==> src/rtl/pc_fetch_ctrl_pkg.sv <==
// Shared definitions for the PC / instruction-fetch sequencer: state encoding and parameter defaults.
package pc_fetch_ctrl_pkg;

    localparam int          WIDTH_DEF       = 16;
    localparam logic [15:0] RESET_PC_DEF    = 16'h0000;
    localparam logic [3:0]  HALT_OPCODE_DEF = 4'hF;

    typedef enum logic [1:0] {
        ST_FETCH  = 2'b00,
        ST_EXEC   = 2'b01,
        ST_HALTED = 2'b10
    } state_t;

endpackage

==> src/rtl/pc_fetch_ctrl_pc_register.sv <==
// Load-enabled register with asynchronous active-low reset to a parameter value.
module pc_register #(
    parameter int               WIDTH     = 16,
    parameter logic [WIDTH-1:0] RESET_VAL = '0
) (
    input  logic             clk,
    input  logic             rst_n,
    input  logic             load,
    input  logic [WIDTH-1:0] d,
    output logic [WIDTH-1:0] q
);

    always_ff @(posedge clk or negedge rst_n) begin
        if (!rst_n) begin
            q <= RESET_VAL;
        end else if (load) begin
            q <= d;
        end
    end

endmodule

==> src/rtl/pc_fetch_ctrl.sv <==
// Program-counter register and instruction-fetch sequencer with HALT detection
// and a saturating retired-instruction counter.
//
//  state     | meaning
//  ----------+------------------------------------------------------------
//  ST_FETCH  | request imem at pc, wait for imem_ready, capture instruction
//  ST_EXEC   | instruction held for decode, wait for commit without stall
//  ST_HALTED | HALT committed; everything frozen until reset
module pc_fetch_ctrl
    import pc_fetch_ctrl_pkg::*;
#(
    parameter int               WIDTH       = WIDTH_DEF,
    parameter logic [WIDTH-1:0] RESET_PC    = '0,
    parameter logic [3:0]       HALT_OPCODE = HALT_OPCODE_DEF
) (
    input  logic             clk,
    input  logic             reset,
    input  logic [WIDTH-1:0] next_pc,
    output logic [WIDTH-1:0] npc,
    output logic             imem_req,
    output logic [WIDTH-1:0] imem_addr,
    input  logic             imem_ready,
    input  logic [WIDTH-1:0] imem_rdata,
    input  logic             stall,
    input  logic             commit,
    output logic [WIDTH-1:0] instr,
    output logic             instr_valid,
    output logic             halted,
    output logic [WIDTH-1:0] retired_count
);

    state_t           state, state_nxt;
    logic             req_q, valid_q, halted_q;
    logic             req_nxt, valid_nxt, halted_nxt;
    logic             fetch_done, commit_ok, is_halt;
    logic [WIDTH-1:0] pc, ir, cnt;

    // req_q gates the handshake so ready seen before the first request cycle is ignored
    assign fetch_done = (state == ST_FETCH) && req_q && imem_ready;
    assign commit_ok  = (state == ST_EXEC) && commit && !stall;
    assign is_halt    = (ir[WIDTH-1 -: 4] == HALT_OPCODE);

    pc_register #(.WIDTH(WIDTH), .RESET_VAL(RESET_PC)) u_pc (
        .clk   (clk),
        .rst_n (reset),
        .load  (commit_ok && !is_halt),
        .d     (next_pc),
        .q     (pc)
    );

    pc_register #(.WIDTH(WIDTH), .RESET_VAL('0)) u_ir (
        .clk   (clk),
        .rst_n (reset),
        .load  (fetch_done),
        .d     (imem_rdata),
        .q     (ir)
    );

    always_comb begin
        state_nxt = state;
        case (state)
            ST_FETCH:  if (fetch_done) state_nxt = ST_EXEC;
            ST_EXEC:   if (commit_ok)  state_nxt = is_halt ? ST_HALTED : ST_FETCH;
            ST_HALTED: state_nxt = ST_HALTED;
            default:   state_nxt = ST_FETCH;
        endcase
        req_nxt    = (state_nxt == ST_FETCH);
        valid_nxt  = (state_nxt == ST_EXEC);
        halted_nxt = (state_nxt == ST_HALTED);
    end

    always_ff @(posedge clk or negedge reset) begin
        if (!reset) begin
            state    <= ST_FETCH;
            req_q    <= 1'b0;
            valid_q  <= 1'b0;
            halted_q <= 1'b0;
        end else begin
            state    <= state_nxt;
            req_q    <= req_nxt;
            valid_q  <= valid_nxt;
            halted_q <= halted_nxt;
        end
    end

    always_ff @(posedge clk or negedge reset) begin
        if (!reset) begin
            cnt <= '0;
        end else if (commit_ok && (cnt != '1)) begin
            cnt <= cnt + WIDTH'(1);
        end
    end

    assign npc           = pc;
    assign imem_addr     = pc;
    assign imem_req      = req_q;
    assign instr         = ir;
    assign instr_valid   = valid_q;
    assign halted        = halted_q;
    assign retired_count = cnt;

endmodule
==> config.mk <==
export PLATFORM = sky130hd
export DESIGN_NAME = pc_fetch_ctrl
export DESIGN_NICKNAME = d
export VERILOG_FILES = /design/src/rtl/pc_fetch_ctrl_pkg.sv /design/src/rtl/pc_fetch_ctrl_pc_register.sv /design/src/rtl/pc_fetch_ctrl.sv
export SDC_FILE = /design/constraint.sdc
export NUM_CORES = 1
export LEC_CHECK = 0
export CORE_MARGIN = 2
export CORE_UTILIZATION = 46
export DETAILED_ROUTE_END_ITERATION = 12
export PLACE_DENSITY = 0.9
export SLEW_MARGIN = 20
export SYNTH_ARGS = -nofsm -noshare
export SYNTH_HDL_FRONTEND = slang
export SYNTH_HIERARCHICAL = 1
export SYNTH_SLANG_ARGS = --single-unit
==> constraint.sdc <==
create_clock -name clk -period 3.4 [get_ports clk]
set_clock_uncertainty 0.15 [all_clocks]
set_input_delay 0.51 -clock clk [delete_from_list [all_inputs] [get_ports clk]]
set_output_delay 0.51 -clock clk [all_outputs]
set_load 0.005 [all_outputs]
==> results of run 1 <==
## kinds of logic (layout without fill, tap and decap cells)
logic type | count (synthesis) | after routing | share of synthesized area
AND/OR/NAND/NOR | 35 | 35 | 0.106
XOR/XNOR | 13 | 13 | 0.0460
flip-flops | 53 | 53 | 0.536
buffers and inverters | 24 | 117 | 0.0814
AO/OA/AOI/OAI | 14 | 14 | 0.0349
multiplexers | 35 | 35 | 0.191
adder cells (fa/ha/maj) | 1 | 1 | 0.00505
## per-stage QoR
step	power, W	hold WS (ps)
finish	0.00106	75.1
global route	0.00110	117
CTS	0.00107	99.8
detailed placement	0.000698	345
global placement	0.000697	344
floorplan	0.000644	64.4
## worst max-delay path, stage by stage
cell             delay, ps
clkdlybuf4s50_1        410
and4bb_4               400
and2_1                 150
buf_4                  270
mux2_2                 370
## layout make-up
| cell class | instances | area [µm²] | area share |
|---|---|---|---|
| sequential | 53 | 1330 | 0.375 |
| multi-input combinational | 98 | 962 | 0.272 |
| clock buffer | 6 | 82.6 | 0.0234 |
| timing repair buffer | 106 | 1050 | 0.297 |
| clock inverter | 2 | 13.8 | 0.00390 |
| tap | 70 | 87.6 | 0.0248 |
| inverter | 3 | 11.3 | 0.00319 |
## where the power goes
part / internal [W] / total, W / leakage, nW / switching [W]
Combinational: 0.0000373 / 0.0000550 / 0.824 / 0.0000177
Sequential: 0.000630 / 0.000630 / 0.720 / 0
Clock: 0.000165 / 0.000371 / 0.0512 / 0.000206
## path summary, 6_finish.rpt
kind                                            endpoint  slack (ps)  depth (start not counted)
min                        retired_count[15]$_DFFE_PN0P_          80                          1
min in group clk            retired_count[7]$_DFFE_PN0P_         370                          1
max in group asynchronous          u_pc/q[8]$_DFFE_PN0P_        2260                          2
max reg2reg                 retired_count[1]$_DFFE_PN0P_        1420                          5
max                               u_pc/q[15]$_DFFE_PN0P_        1320                          5
min reg2reg                 retired_count[7]$_DFFE_PN0P_         370                          1
## synthesized netlist by cell type
master	count	area (µm²)
a21oi_1	7	35.0
and4_4	1	11.3
o22ai_1	2	12.5
xnor2_1	1	8.76
nand2_2	1	6.26
inv_1	3	11.3
nand2_1	5	18.8
buf_12	2	40.0
nor2_1	4	15.0
nand4bb_1	1	11.3
buf_4	17	128
nand4_1	5	31.3
nand3_1	3	15.0
and2_1	1	6.26
nand3_2	2	20.0
xor2_1	12	105
ha_1	1	12.5
a211oi_1	4	30.0
mux2_4	21	315
a21oi_2	1	8.76
buf_6	2	22.5
mux2_2	13	146
nor4_2	4	50.1
and3_1	1	6.26
nor3_4	1	16.3
nand2b_1	1	6.26
and4_1	2	17.5
nor3_1	1	5.00
mux2i_1	1	10.0
dfrtp_1	53	1330
and4bb_4	1	16.3
nor4bb_1	1	10.0
## per-layer routing
| metal | vias up | share of wire | wire, µm | global-route usage |
|---|---|---|---|---|
| met3 | 7 | 0.047 | 251 | 0.0453 |
| met1 | 833 | 0.45 | 2410 | 0.246 |
| li1 | 788 | - | - | - |
| met4 | 0 | 0.014 | 74 | 0.0589 |
| met2 | 64 | 0.49 | 2600 | 0.309 |
| met5 | - | 0 | 0 | 0 |
## flip-flops by register name, indices dropped and copies added, names as in the netlist
signal         cells
retired_count     16
state              2
instr_valid        1
halted             1
imem_req           1
u_pc/q            16
u_ir/q            16
==> impl_metrics.csv, run 1 <==
group,metric,value,unit
worst_setup_path,crit_type,"primary input to flop",
cells_and_area,fill_cells,406,
logic_synthesis,avgSynthCellArea,14.1,µm²
clock_network,h-tree-depth,2,
clock_network,cts_tree,"built",
sta,setup_viol,0,
power,ir_worst_vdd,0.280,mV
grt,grt-ovfl-total,0,
sta,period_share,0.612,
floorplan,die_x,77.4,µm
logic_synthesis,yosys.cell_types.count,32,
cells_and_area,nets,305,
sta,setup_ws,1320,ps
logic_synthesis,ys_seq_area_frac,0.536,
clock_network,clockBufferDepth,2,
floorplan,initial_core_util,0.481,
place,io_buffers,103,
sta,rsz0062_at_grt,"false",
sta,hold_violations,0,
worst_setup_path,cp_max_fo,16,
floorplan,dieArea,0.00598,mm²
worst_setup_path,cp-start-kind,"primary input",
cells_and_area,layout_commonest_cell,"clkdlybuf4s50_1",
sta,maxSlewViolCount,0,
worst_setup_path,arrival,2130,ps
drt,firstDrtPassIters,4,
floorplan,die_h,77.4,µm
floorplan,io_pins,104,
worst_setup_path,cp.required,3440,ps
status,status,"finished, final reports clean",
clock_network,post_cts_buffers,0,
logic_synthesis,ys_warn_count,6,
floorplan,coreArea,0.00514,mm²
grt,grt_pass1_wl,8.76,mm
cells_and_area,drive_above_1_share,0.216,
drt,drt-vias-per-instance,5.01,
cells_and_area,area_growth,42.7,%
cells_and_area,final_cell_mix,"clkdlybuf4s50_1, dfrtp_1, mux2_4",
grt,antenna_found_initial,0,
sta,slew_headroom,0.560,
grt,grt_pass1_vias,1723,
worst_setup_path,cp-end-kind,"flop",
clock_network,cts_sinks,53,
worst_setup_path,reg2reg_from,"retired_count[0]$_DFFE_PN0P_",
grt,grtUsageTotal,0.188,
logic_synthesis,synth_nets,213,
logic_synthesis,synthCells,175,
logic_synthesis,synth_area,0.00247,mm²
place,dpl.hpwl,4.07,mm
power,p_per_area,299,mW/mm²
drt,routedWlPerCell,15.8,µm
sta,timing_worst_slew_pin_value,660,ps
clock_network,clock_latency,310,ps
drt,vias,1692,
cells_and_area,fin_cells,338,
clock_network,cts_hold_buf,0,
drt,postRouteAntennaNets,0,
cells_and_area,diodes,0,
sta,period_needed,2080,ps
drt,post-route-drc-count,0,
sta,fmax,480,MHz
clock_network,cts_root_buffer,"clkbuf_8",
worst_hold_path,hold_class,"primary input to async pin",
drt,drt-total-wl,5.34,mm
cells_and_area,final_util,0.687,
clock_network,clk_pin_slew,90,ps
power,p_leak,1.60,nW
place,place_ws,979,ps
cells_and_area,post-route-cell-area,0.00353,mm²
worst_setup_path,startpoint,"stall",
clock_network,cts_resized,0,
flow_run,cap_violations,0,
grt,grt_max_degree,31,
logic_synthesis,ys_ff_latch,53,
sta,finalSetupTns,0,ps
place,place_inst,330,
drt,detail_route.iter0.violations,65,
floorplan,rows,26,
place,gp_congestion,0.793,
place,dpl-instance-area,0.00344,mm²
clock_network,cts_buffers,5,
(Power assumes the default switching activity.)
==> run 2: changes to the inputs <==
--- a/config.mk
+++ b/config.mk
@@ -6,9 +6,9 @@
 export NUM_CORES = 1
 export LEC_CHECK = 0
 export CORE_MARGIN = 2
-export CORE_UTILIZATION = 46
+export CORE_UTILIZATION = 43
 export DETAILED_ROUTE_END_ITERATION = 12
-export PLACE_DENSITY = 0.9
+export PLACE_DENSITY = 0.85
 export SLEW_MARGIN = 20
 export SYNTH_ARGS = -nofsm -noshare
 export SYNTH_HDL_FRONTEND = slang
==> constraint.sdc (replaced) <==
create_clock -name clk -period 2 [get_ports clk]
set_clock_uncertainty 0.15 [all_clocks]
set_input_delay 0.3 -clock clk [delete_from_list [all_inputs] [get_ports clk]]
set_output_delay 0.3 -clock clk [all_outputs]
set_load 0.005 [all_outputs]
==> impl_metrics.csv, run 2 (same netlist as run 1, synthesis figures left out) <==
group,metric,value,unit
cells_and_area,post-route-cell-area,0.00360,mm²
grt,grtUsageTotal,0.168,
worst_hold_path,hold_class,"flop to flop",
sta,finalSetupTns,0,ps
place,dpl-instance-area,0.00351,mm²
worst_setup_path,cp_max_fo,7,
floorplan,initial_core_util,0.447,
place,gp_congestion,0.796,
floorplan,die_x,79.9,µm
power,p_leak,1.62,nW
place,dpl.hpwl,3.87,mm
cells_and_area,nets,310,
floorplan,dieArea,0.00638,mm²
sta,whs,357,ps
drt,postRouteAntennaNets,0,
sta,timing_worst_slew_pin_value,532,ps
cells_and_area,final_cell_mix,"clkdlybuf4s50_1, dfrtp_1, mux2_4",
power,p_per_area,489,mW/mm²
worst_setup_path,cpMaxStageDelayCell,"dfrtp_1",
clock_network,clk_pin_slew,90,ps
worst_setup_path,cp_num_buf_inv,0,
clock_network,clockBufferDepth,2,
clock_network,cts_buffers,5,
clock_network,cts_root_buffer,"clkbuf_8",
worst_setup_path,critPathTopFamily,"simple AND/OR/NAND/NOR gates",
floorplan,coreArea,0.00554,mm²
drt,vias,1708,
grt,grt_pass1_vias,1711,
clock_network,h-tree-depth,2,
place,io_buffers,103,
cells_and_area,drive_above_1_share,0.221,
sta,fmax,532,MHz
sta,slew_headroom,0.646,
drt,post-route-drc-count,0,
worst_setup_path,path_cells,"ha_1 -> nand3_1 -> nor3_4 -> a21oi_2 -> mux2_4",
clock_network,clock_latency,290,ps
drt,drt-total-wl,5.10,mm
clock_network,cts_tree,"built",
worst_setup_path,cp-end-kind,"flop",
drt,drt-vias-per-instance,4.97,
worst_setup_path,cp.required,2040,ps
worst_setup_path,reg2reg_depth,5,
worst_setup_path,cp-start-kind,"flop",
cells_and_area,area_growth,45.6,%
floorplan,die_h,79.9,µm
power,ir_worst_vdd,0.342,mV
drt,firstDrtPassIters,4,
sta,period_share,0.940,
drt,routedWlPerCell,14.8,µm
sta,period_needed,1880,ps
grt,grt_max_degree,32,
worst_setup_path,arrival,1920,ps
worst_setup_path,path_depth,5,
clock_network,cts_sinks,53,
drt,detail_route.iter0.violations,30,
clock_network,post_cts_buffers,0,
sta,maxSlewViolCount,0,
sta,setup_viol,0,
floorplan,rows,27,
grt,grt_pass1_wl,8.45,mm
cells_and_area,diodes,0,
cells_and_area,layout_commonest_cell,"clkdlybuf4s50_1",
status,status,"finished, final reports clean",
worst_setup_path,crit_type,"flop to flop",
worst_setup_path,slowest_delay,430,ps
grt,antenna_found_initial,0,
grt,grt-ovfl-total,0,
sta,rsz0062_at_grt,"false",
floorplan,io_pins,104,
flow_run,cap_violations,0,
sta,hold_violations,0,
worst_hold_path,min_path_cells,1,
[run 2: what timing repair did]
| item | 4_1_cts | 5_1_grt |
|---|---|---|
| hold buffers | 1 | 0 |
| resized for setup | 0 | 0 |
| hold endpoints to repair | 22 | 0 |
[run 2: area by class of cell]
class | count | area (µm²)
sequential | 53 | 1330
multi-input combinational | 98 | 962
tap | 72 | 90.1
timing repair buffer | 111 | 1130
fill | 439 | 1940
inverter | 3 | 11.3
clock buffer | 7 | 86.3
[run 2: final timing paths]
check	endpoint	slack, ps	from
worst max-delay path	retired_count[1]$_DFFE_PN0P_	120	retired_count[0]$_DFFE_PN0P_
worst min-delay path	retired_count[7]$_DFFE_PN0P_	360	retired_count[7]$_DFFE_PN0P_
worst max register to register	retired_count[1]$_DFFE_PN0P_	120	retired_count[0]$_DFFE_PN0P_
worst min register to register	retired_count[7]$_DFFE_PN0P_	360	retired_count[7]$_DFFE_PN0P_
max in group asynchronous	retired_count[9]$_DFFE_PN0P_	780	reset
min in group asynchronous	u_ir/q[8]$_DFFE_PN0P_	370	reset
[run 2: stage by stage]
step	utilization	setup slack [ps]	cells	power [W]
2_1_floorplan	-	219	175	0.00109
5_1_grt	0.650	27.1	344	0.00183
6_report	0.650	120	344	0.00176
3_3_place_gp	0.633	-47.9	336	0.00119
4_1_cts	0.650	128	344	0.00179
3_5_place_dp	0.633	-87.5	336	0.00119
[run 2: power breakdown]
| group | switching, W | internal, W |
|---|---|---|
| Combinational | 0.0000308 | 0.0000673 |
| Clock | 0.000317 | 0.000275 |
| Sequential | 0 | 0.00107 |
| Total | 0.000348 | 0.00141 |
[run 2: per-layer routing]
| metal | vias up | routed length, µm | part of all wire | track usage |
|---|---|---|---|---|
| met3 | 5 | 306 | 0.060 | 0.0328 |
| met5 | - | 0 | 0 | 0 |
| li1 | 802 | - | - | - |
| met1 | 836 | 2320 | 0.45 | 0.229 |
| met4 | 0 | 42 | 0.0082 | 0.0458 |
| met2 | 65 | 2430 | 0.48 | 0.276 |
==> run 3: changes to the inputs <==
--- a/config.mk
+++ b/config.mk
@@ -5,6 +5,7 @@
 export SDC_FILE = /design/constraint.sdc
 export NUM_CORES = 1
 export LEC_CHECK = 0
+export CORE_ASPECT_RATIO = 0.9
 export CORE_MARGIN = 2
 export CORE_UTILIZATION = 43
 export DETAILED_ROUTE_END_ITERATION = 12
==> impl_metrics.csv, run 3 (same netlist as run 1, synthesis figures left out) <==
group,metric,value,unit
status,status,"finished, final reports clean",
drt,firstDrtPassIters,4,
worst_setup_path,cp_max_fo,6,
floorplan,die_h,76.0,µm
drt,detail_route.iter0.violations,67,
worst_setup_path,cpMaxStageDelayCell,"nor3_4",
drt,routedWlPerCell,15.7,µm
clock_network,cts_tree,"built",
sta,timing_worst_slew_pin_value,433,ps
worst_hold_path,hold_class,"primary input to async pin",
flow_run,cap_violations,0,
cells_and_area,post-route-cell-area,0.00365,mm²
clock_network,cts_resized,0,
sta,maxSlewViolCount,0,
cells_and_area,layout_commonest_cell,"clkdlybuf4s50_1",
drt,drt-total-wl,5.45,mm
sta,slew_headroom,0.711,
place,dpl.hpwl,4.09,mm
cells_and_area,nets,313,
sta,hold_violations,0,
floorplan,io_pins,104,
grt,grt-ovfl-total,0,
clock_network,post_cts_buffers,0,
sta,rsz0062_at_grt,"false",
grt,grtUsageTotal,0.178,
power,p_per_area,526,mW/mm²
clock_network,cts_buffers,5,
power,p_leak,1.65,nW
place,dpl-instance-area,0.00353,mm²
sta,fmax,542,MHz
worst_setup_path,cp-end-kind,"flop",
clock_network,cts_hold_buf,1,
drt,vias,1703,
drt,postRouteAntennaNets,0,
floorplan,dieArea,0.00638,mm²
worst_setup_path,cp_num_buf_inv,1,
worst_setup_path,cp.required,2020,ps
clock_network,clock_latency,300,ps
floorplan,rows,26,
cells_and_area,diodes,0,
place,gp_congestion,0.744,
cells_and_area,final_cell_mix,"clkdlybuf4s50_1, dfrtp_1, mux2_4",
clock_network,clk_pin_slew,100,ps
cells_and_area,drive_above_1_share,0.232,
drt,post-route-drc-count,0,
worst_setup_path,arrival,1870,ps
grt,grt_pass1_wl,9.28,mm
place,place_ws,-106,ps
worst_setup_path,cp-start-kind,"flop",
worst_setup_path,reg2reg_slack,150,ps
floorplan,initial_core_util,0.440,
grt,grt_max_degree,27,
sta,setup_ws,154,ps
clock_network,cts_sinks,53,
grt,antenna_found_initial,0,
place,io_buffers,103,
clock_network,clockBufferDepth,2,
floorplan,coreArea,0.00563,mm²
worst_setup_path,path_cells,"ha_1 -> nand3_1 -> nor3_4 -> buf_4 -> a211oi_1 -> xor2_1",
cells_and_area,area_growth,47.6,%
grt,grt_pass1_vias,1810,
worst_setup_path,critPathTopFamily,"simple AND/OR/NAND/NOR gates",
power,ir_worst_vdd,0.347,mV
sta,period_share,0.923,
sta,setup_viol,0,
drt,drt-vias-per-instance,4.92,
worst_setup_path,slowest_delay,380,ps
clock_network,h-tree-depth,2,
clock_network,cts_root_buffer,"clkbuf_8",
worst_setup_path,startpoint,"retired_count[0]$_DFFE_PN0P_",
worst_setup_path,crit_type,"flop to flop",
sta,period_needed,1850,ps
worst_setup_path,reg2reg_from,"retired_count[0]$_DFFE_PN0P_",
floorplan,die_x,84.0,µm
run 3: cell count changes in the layout (fill, tap and decap cells not counted), sizes merged:
cell,before,now
buf,8,11
bufinv,0,1
run 3: metal layers:
layer  GRT usage  vias up  share of wire  wire (µm)
met5           0        -              0          0
met4      0.0484        0          0.012         68
met3      0.0531        8          0.062        339
met2       0.282       62           0.46       2520
met1       0.241      830           0.46       2520
li1            -      803              -          -
run 3: worst reg2reg max path: stages, from the launching register on:
cell      delay (ps)
dfrtp_1          370
ha_1             190
nand3_1          170
nor3_4           380
buf_4            210
a211oi_1          90
xor2_1           160
run 3: cell type report:
| class | instances | area [µm²] |
|---|---|---|
| flip-flops and latches | 53 | 1330 |
| clock buffers | 7 | 86.3 |
| multi-input cells | 98 | 962 |
| well taps | 70 | 87.6 |
| repair buffers | 114 | 1150 |
| clock inverters | 1 | 30.0 |
| fillers | 410 | 1980 |
| inverters | 3 | 11.3 |
run 3: stage by stage:
stage | util | instances | power, W | TNS (ps) | hold WS, ps
after global placement | 0.627 | 337 | 0.00119 | -717 | 103
after global routing | 0.649 | 346 | 0.00200 | 0 | 339
after detailed placement | 0.627 | 337 | 0.00119 | -1370 | 113
after CTS | 0.649 | 346 | 0.00195 | 0 | 313
final | 0.649 | 346 | 0.00192 | 0 | 308
after floorplan | - | 175 | 0.00109 | 0 | -146
run 3: power breakdown:
group          internal [W]  leakage [nW]  switching, W  total [W]
combinational     0.0000687         0.873     0.0000320   0.000101
sequential          0.00107         0.720             0    0.00107
clock              0.000409        0.0585      0.000340   0.000749
total               0.00155          1.65      0.000373    0.00192
run 3: final timing paths:
path	cells after the start	endpoint
max	6	retired_count[9]$_DFFE_PN0P_
min	2	u_ir/q[11]$_DFFE_PN0P_
max reg2reg	6	retired_count[9]$_DFFE_PN0P_
min reg2reg	1	retired_count[7]$_DFFE_PN0P_
max in group asynchronous	3	u_pc/q[0]$_DFFE_PN0P_
min in group clk	1	retired_count[7]$_DFFE_PN0P_
